## config.mk

```make
export PLATFORM = sky130hd
export DESIGN_NAME = audio_sample_streamer_flat
export DESIGN_NICKNAME = d
export VERILOG_FILES = /design/src/rtl/audio_pkg.sv /design/src/rtl/audio_sample_streamer_if.sv /design/src/rtl/sample_unpacker.sv /design/src/rtl/audio_sample_streamer.sv /design/src/flat_wrapper.sv
export SDC_FILE = /design/constraint.sdc
export NUM_CORES = 1
export LEC_CHECK = 0
export ABC_AREA = 1
export CORE_AREA = 4 4 106 108
export CTS_BUF_LIST = sky130_fd_sc_hd__clkbuf_4 sky130_fd_sc_hd__clkbuf_8 sky130_fd_sc_hd__clkbuf_16
export DETAILED_ROUTE_END_ITERATION = 8
export DIE_AREA = 0 0 110 112
export GPL_TIMING_DRIVEN = 0
export PLACE_DENSITY = 0.83
export SKIP_LAST_GASP = 1
export SLEW_MARGIN = 20
export SYNTH_ARGS = -nofsm -noshare
export SYNTH_HDL_FRONTEND = slang
export SYNTH_SLANG_ARGS = --single-unit
```

## constraint.sdc

```tcl
create_clock -name clk -period 7.5 [get_ports clk]
set_input_delay 0.75 -clock clk [delete_from_list [all_inputs] [get_ports clk]]
set_output_delay 0.75 -clock clk [all_outputs]
set_load 0.02 [all_outputs]
```

## src/rtl/audio_pkg.sv

```systemverilog
// Shared types and constants for the audio sample streamer:
// controller states and the packed-sample geometry of a flash word.
package audio_pkg;

    typedef enum logic [2:0] {
        IDLE,
        REQUEST,
        WAIT_DATA,
        WAIT_TICK,
        EMIT,
        DONE
    } state_e;

    localparam int SAMPLES_PER_WORD = 4;
    localparam int SAMPLE_W         = 8;
    localparam int IDX_W            = $clog2(SAMPLES_PER_WORD);

    localparam logic signed [SAMPLE_W-1:0] SILENCE = 8'h00;

endpackage

```

## src/rtl/audio_sample_streamer_if.sv

```systemverilog
// Avalon-MM read-only bus between the streamer (master) and the flash (slave).
interface audio_sample_streamer_if #(
    parameter int ADDR_W = 23,
    parameter int DATA_W = 32
);
    logic              flash_read;
    logic [ADDR_W-1:0] flash_address;
    logic              flash_waitrequest;
    logic [DATA_W-1:0] flash_readdata;
    logic              flash_readdatavalid;

    modport master (
        output flash_read,
        output flash_address,
        input  flash_waitrequest,
        input  flash_readdata,
        input  flash_readdatavalid
    );

    modport slave (
        input  flash_read,
        input  flash_address,
        output flash_waitrequest,
        output flash_readdata,
        output flash_readdatavalid
    );
endinterface

```

## src/rtl/sample_unpacker.sv

```systemverilog
// Holds one fetched flash word and walks its four signed bytes, lowest byte first.
module sample_unpacker
    import audio_pkg::*;
#(
    parameter int DATA_W = 32
) (
    input  logic                       clk,
    input  logic                       reset,
    input  logic                       load,
    input  logic                       advance,
    input  logic [DATA_W-1:0]          word_in,
    output logic signed [SAMPLE_W-1:0] byte_out,
    output logic                       last_byte
);

    logic [DATA_W-1:0] word_q, word_d;
    logic [IDX_W-1:0]  idx_q, idx_d;

    always_comb begin
        word_d = word_q;
        idx_d  = idx_q;
        if (load) begin
            word_d = word_in;
            idx_d  = '0;
        end else if (advance && !last_byte) begin
            idx_d = idx_q + 1'b1;
        end
    end

    // The word itself is pure data and is only ever read after a fresh load.
    always_ff @(posedge clk) begin
        word_q <= word_d;
        if (reset) begin
            idx_q <= '0;
        end else begin
            idx_q <= idx_d;
        end
    end

    assign byte_out  = $signed(word_q[idx_q*SAMPLE_W +: SAMPLE_W]);
    assign last_byte = (idx_q == IDX_W'(SAMPLES_PER_WORD - 1));

endmodule

```

## src/rtl/audio_sample_streamer.sv

```systemverilog
// Plays an inclusive range of flash words as a stream of signed 8-bit samples,
// one per audio tick, and strobes the volume meter when it is idle.
module audio_sample_streamer
    import audio_pkg::*;
#(
    parameter int ADDR_W = 23,
    parameter int DATA_W = 32
) (
    input  logic                       clk,
    input  logic                       reset,
    input  logic                       play,
    input  logic [ADDR_W-1:0]          start_addr,
    input  logic [ADDR_W-1:0]          end_addr,
    input  logic                       sample_tick,
    audio_sample_streamer_if.master    flash,
    output logic signed [SAMPLE_W-1:0] sample,
    output logic                       meter_start,
    input  logic                       meter_finish,
    output logic                       busy,
    output logic                       done,
    output logic                       underrun
);

    state_e                     state_q, state_d;
    logic [ADDR_W-1:0]          addr_q, addr_d;
    logic [ADDR_W-1:0]          end_q, end_d;
    logic                       flash_read_q, flash_read_d;
    logic signed [SAMPLE_W-1:0] sample_q, sample_d;
    logic                       meter_start_q, meter_start_d;
    logic                       busy_q, busy_d;
    logic                       done_q, done_d;
    logic                       underrun_q, underrun_d;
    logic                       tick_pending_q, tick_pending_d;

    logic                       load_word;
    logic                       advance_byte;
    logic signed [SAMPLE_W-1:0] cur_byte;
    logic                       last_byte;

    sample_unpacker #(.DATA_W(DATA_W)) u_unpack (
        .clk      (clk),
        .reset    (reset),
        .load     (load_word),
        .advance  (advance_byte),
        .word_in  (flash.flash_readdata),
        .byte_out (cur_byte),
        .last_byte(last_byte)
    );

    always_comb begin
        state_d        = state_q;
        addr_d         = addr_q;
        end_d          = end_q;
        flash_read_d   = flash_read_q;
        sample_d       = sample_q;
        meter_start_d  = 1'b0;
        busy_d         = busy_q;
        done_d         = 1'b0;
        underrun_d     = underrun_q;
        tick_pending_d = tick_pending_q;
        load_word      = 1'b0;
        advance_byte   = 1'b0;

        // Only one tick can be banked; a second one is dropped so playback slows rather than skips.
        if (busy_q && (state_q inside {REQUEST, WAIT_DATA, EMIT}) && sample_tick) begin
            if (tick_pending_q) begin
                underrun_d = 1'b1;
            end else begin
                tick_pending_d = 1'b1;
            end
        end

        case (state_q)
            IDLE: begin
                if (play) begin
                    underrun_d = 1'b0;
                    if (start_addr > end_addr) begin
                        done_d = 1'b1;
                    end else begin
                        addr_d         = start_addr;
                        end_d          = end_addr;
                        busy_d         = 1'b1;
                        flash_read_d   = 1'b1;
                        tick_pending_d = 1'b0;
                        state_d        = REQUEST;
                    end
                end
            end
            REQUEST: begin
                if (!flash.flash_waitrequest) begin
                    flash_read_d = 1'b0;
                    state_d      = WAIT_DATA;
                end
            end
            WAIT_DATA: begin
                if (flash.flash_readdatavalid) begin
                    load_word = 1'b1;
                    state_d   = WAIT_TICK;
                end
            end
            WAIT_TICK: begin
                if (tick_pending_q || sample_tick) begin
                    tick_pending_d = tick_pending_q && sample_tick;
                    state_d        = EMIT;
                end
            end
            EMIT: begin
                sample_d      = cur_byte;
                meter_start_d = meter_finish;
                advance_byte  = 1'b1;
                // End compare precedes the increment, so an all-ones end address never wraps.
                if (!last_byte) begin
                    state_d = WAIT_TICK;
                end else if (addr_q == end_q) begin
                    state_d = DONE;
                end else begin
                    addr_d       = addr_q + 1'b1;
                    flash_read_d = 1'b1;
                    state_d      = REQUEST;
                end
            end
            DONE: begin
                done_d         = 1'b1;
                busy_d         = 1'b0;
                sample_d       = SILENCE;
                tick_pending_d = 1'b0;
                state_d        = IDLE;
            end
            default: state_d = IDLE;
        endcase
    end

    always_ff @(posedge clk) begin
        if (reset) begin
            state_q        <= IDLE;
            addr_q         <= '0;
            flash_read_q   <= 1'b0;
            sample_q       <= SILENCE;
            meter_start_q  <= 1'b0;
            busy_q         <= 1'b0;
            done_q         <= 1'b0;
            underrun_q     <= 1'b0;
            tick_pending_q <= 1'b0;
        end else begin
            state_q        <= state_d;
            addr_q         <= addr_d;
            flash_read_q   <= flash_read_d;
            sample_q       <= sample_d;
            meter_start_q  <= meter_start_d;
            busy_q         <= busy_d;
            done_q         <= done_d;
            underrun_q     <= underrun_d;
            tick_pending_q <= tick_pending_d;
        end
        end_q <= end_d;
    end

    assign flash.flash_read    = flash_read_q;
    assign flash.flash_address = addr_q;
    assign sample              = sample_q;
    assign meter_start         = meter_start_q;
    assign busy                = busy_q;
    assign done                = done_q;
    assign underrun            = underrun_q;

endmodule

```

## src/flat_wrapper.sv

```systemverilog
// flat-port wrapper written by rule: the top's interface ports become plain ports
module audio_sample_streamer_flat import audio_pkg::*;
#(
    parameter int ADDR_W = 23,
    parameter int DATA_W = 32
)
  (clk, reset, play, start_addr, end_addr, sample_tick, sample, meter_start, meter_finish, busy, done, underrun, flash_flash_read, flash_flash_address, flash_flash_waitrequest, flash_flash_readdata, flash_flash_readdatavalid);
  audio_sample_streamer_if #(.ADDR_W(ADDR_W), .DATA_W(DATA_W)) flash_i ();
  input  logic clk;
  input  logic reset;
  input  logic play;
  input  logic [ADDR_W-1:0] start_addr;
  input  logic [ADDR_W-1:0] end_addr;
  input  logic sample_tick;
  output logic signed [SAMPLE_W-1:0] sample;
  output logic meter_start;
  input  logic meter_finish;
  output logic busy;
  output logic done;
  output logic underrun;
  output wire logic [$bits(flash_i.flash_read)-1:0] flash_flash_read;
  output wire logic [$bits(flash_i.flash_address)-1:0] flash_flash_address;
  input wire logic [$bits(flash_i.flash_waitrequest)-1:0] flash_flash_waitrequest;
  input wire logic [$bits(flash_i.flash_readdata)-1:0] flash_flash_readdata;
  input wire logic [$bits(flash_i.flash_readdatavalid)-1:0] flash_flash_readdatavalid;
  assign flash_flash_read = flash_i.flash_read;
  assign flash_flash_address = flash_i.flash_address;
  assign flash_i.flash_waitrequest = flash_flash_waitrequest;
  assign flash_i.flash_readdata = flash_flash_readdata;
  assign flash_i.flash_readdatavalid = flash_flash_readdatavalid;
  audio_sample_streamer #(.ADDR_W(ADDR_W), .DATA_W(DATA_W)) u_core (.clk(clk), .reset(reset), .play(play), .start_addr(start_addr), .end_addr(end_addr), .sample_tick(sample_tick), .flash(flash_i), .sample(sample), .meter_start(meter_start), .meter_finish(meter_finish), .busy(busy), .done(done), .underrun(underrun));
endmodule
```

==> impl_metrics.ini <==
[yosys]
netlist_instances = 764
ys_seq_area_frac = 0.439
synthAdderAreaFrac = 0.0552
yosysWarnings = 0
synth_nets = 874
synth.area.mux_share = 0.00706
synth_commonest_cells = 242 x nand2_1, 113 x nor2_1, 101 x inv_1
synth_top_family_by_area = simple AND/OR/NAND/NOR gates
yosysMostFrequentCell = nand2_1
synthTopCellsByArea = edfxtp_1 29%, nand2_1 16%, dfxtp_1 15%
ys_seq_elements = 97
synth_compound_area_frac = 0.0646
yosys.area_share.simple = 0.335
synth_top_cell_by_area = edfxtp_1
ys.flop_type = edfxtp_1
synth_edf_count = 55
yosysTopAreaCellShare = 0.291
synth-xor-area-share = 0.0108
syn_area_sq_mm = 0.00567
syn_avg_cell_area_sq_um = 7.42
synthArstFlopShare = 0
ys_types = 41

[final_layout]
fillCellCount = 847
stdcell_area_sq_mm = 0.00731
nets = 1007
multiInputGateArea_sq_mm = 0.00270
stdcell_count = 1038
drive_gt1_frac = 0.0643
layout.area.seq_sq_mm = 0.00249
fin_util = 0.715
area_growth_pct = 28.9
antennaDiodeCount = 0

[worst_setup_path]
cp_max_fo = 10
worstPathRequired_ps = 7780
reg2reg_from = u_core.flash.flash_address[0]$_SDFFE_PP0P_
arrival_ps = 3170
critPathLaunchType = input pin
rrSetupSlack_ps = 5390
path_class = input pin to flop
endpoint_kind = flop
r2r_end = u_core.flash.flash_address[18]$_SDFFE_PP0P_
r2r_cells = 12

[floorplan]
ios = 121
fp-row-count = 37
die_w_um = 110
coreArea_sq_mm = 0.0102
start_util = 0.554
die_area_sq_mm = 0.0123
dieHeight_um = 112

[grt]
grt_pass1_wl_mm = 26.2
antenna_found_initial = 0
grt_use_total = 0.272
grt_max_degree = 33
grt-ovfl-total = 0
grt_pass1_vias = 5549

[clock_network]
cts_made_buffers = 9
clock_path_buffers = 2
ctsResizeCount = 0
path_clk_slew_ps = 110
cts_hold_buf = 0
cts.sinks = 97
htree_num_levels = 3
clock-root-buffer = clkbuf_8
clk_latency_ps = 380
post_cts_buffers = 0
cts_tree = built

[timing]
fmax_ghz = 0.346
clock_skew_ps = 11.6
layout_min_cycle_time_ps = 2890
drv_slew = 0
relSlewSlack = 0.565
finalHoldViolations = 0
setup_violations = 0
setup_tns_ps = 0
rsz0062_at_grt = no
period_share = 0.385
worst_pin_slew_ps = 652

[flow_run]
drv_cap = 0

[pwr]
p_leak_uw = 0.00325
powerDensity_mw_per_mm2 = 290
ir_drop_mv = 0.147

[detailed_routing]
vias_per_cell = 5.32
vias = 5525
drc = 0
met3_length_mm = 1.32
wl_met1_mm = 6.58
first_pass_iters = 5
wl_met2_mm = 7.84
postRouteAntennaNets = 0
highest_layer = met4
routed_wl_mm = 16.3
detail_route.wl_per_cell_um = 15.7
drtIter0Drc = 433

[place]
placed_cells = 1022
placed_area_sq_mm = 0.00711
place_congestion = 0.931
port-buffer-count = 120
dpl.hpwl_mm = 12.4

[min_path]
holdPathStages = 2
min_to = u_core.sample[1]$_SDFFE_PP0P_
min_from = u_core.sample[1]$_SDFFE_PP0P_
holdCritPathClass = flop to flop

[status]
outcome = complete, no violations
==> how the worst max path moves through the flow <==
stage	from	to	slack [ps]	cells after the start
floorplan	end_addr[22]	u_core.end_q[0]$_DFFE_PP_	4410	9
global placement	end_addr[22]	u_core.end_q[2]$_DFFE_PP_	2960	10
detailed placement	end_addr[6]	u_core.flash.flash_address[4]$_SDFFE_PP0P_	4270	15
CTS	end_addr[6]	u_core.flash.flash_address[10]$_SDFFE_PP0P_	4660	15
global route	end_addr[6]	u_core.flash.flash_address[10]$_SDFFE_PP0P_	4470	15
finish	end_addr[6]	u_core.flash.flash_address[10]$_SDFFE_PP0P_	4610	15
==> critical path, cell delays in order <==
cell             delay [ps]
clkdlybuf4s50_1         500
inv_1                    60
ha_1                    290
nand2_1                  70
nor2_1                  310
nand2_1                  90
nand2_1                 130
nand2_1                  70
nand3_1                 110
nand3_2                 210
nand2_1                 200
nor2_4                   70
buf_8                   150
nor2_2                   80
nor2_1                   60
==> per-layer routing <==
layer | global-route usage | vias up
li1 | - | 2722
met1 | 0.331 | 2513
met2 | 0.460 | 244
met3 | 0.0574 | 46
met4 | 0.118 | 0
met5 | 0 | -
==> power breakdown <==
group	internal (uW)	total, uW	switching, uW
combinational	387	947	560
clock	134	351	217
sequential	682	822	140
==> cell type report <==
type | count | share of cell area
tap | 136 | 0.0233
clock inverter | 7 | 0.0115
timing repair buffer | 122 | 0.171
multi-input combinational | 544 | 0.369
clock buffer | 9 | 0.0169
sequential | 97 | 0.341
inverter | 105 | 0.0539
buffer | 18 | 0.0142
==> state kept, by name, summed over array words and instances (netlist names) <==
register and count:
u_core.end_q 23, u_core.flash.flash_address 23, u_core.u_unpack.word_q 32, u_core.flash.flash_read 1
u_core.sample 8, u_core.underrun 1, u_core.tick_pending_q 1, u_core.done 1
u_core.state_q 3, u_core.busy 1, u_core.u_unpack.idx_q 2, u_core.meter_start 1
==> kinds of logic after synthesis <==
logic type      count (synthesis)
simple gates                  440
buf+inv                       123
flops                          97
compound gates                 68
fa+ha+maj                      25
xor+xnor                        7
mux                             4
==> per-stage QoR <==
step	hold WS, ps	setup WS [ps]	power, uW
floorplan	476	4410	1410
global placement	457	2960	1720
detailed placement	460	4270	1770
CTS	478	4660	2120
global route	499	4470	2270
finish	479	4610	2120
==> placed cells by master (no fill, tap or decap), types with 24 or more instances in the layout <==
master,Yosys,layout
clkdlybuf4s50_1,0,120
a21oi_1,25,25
nor2_1,113,111
ha_1,25,25
nand3_1,26,26
edfxtp_1,55,55
o21ai_0,24,24
inv_1,101,101
dfxtp_1,42,42
nand2_1,242,242
(Power assumes the default switching activity.)
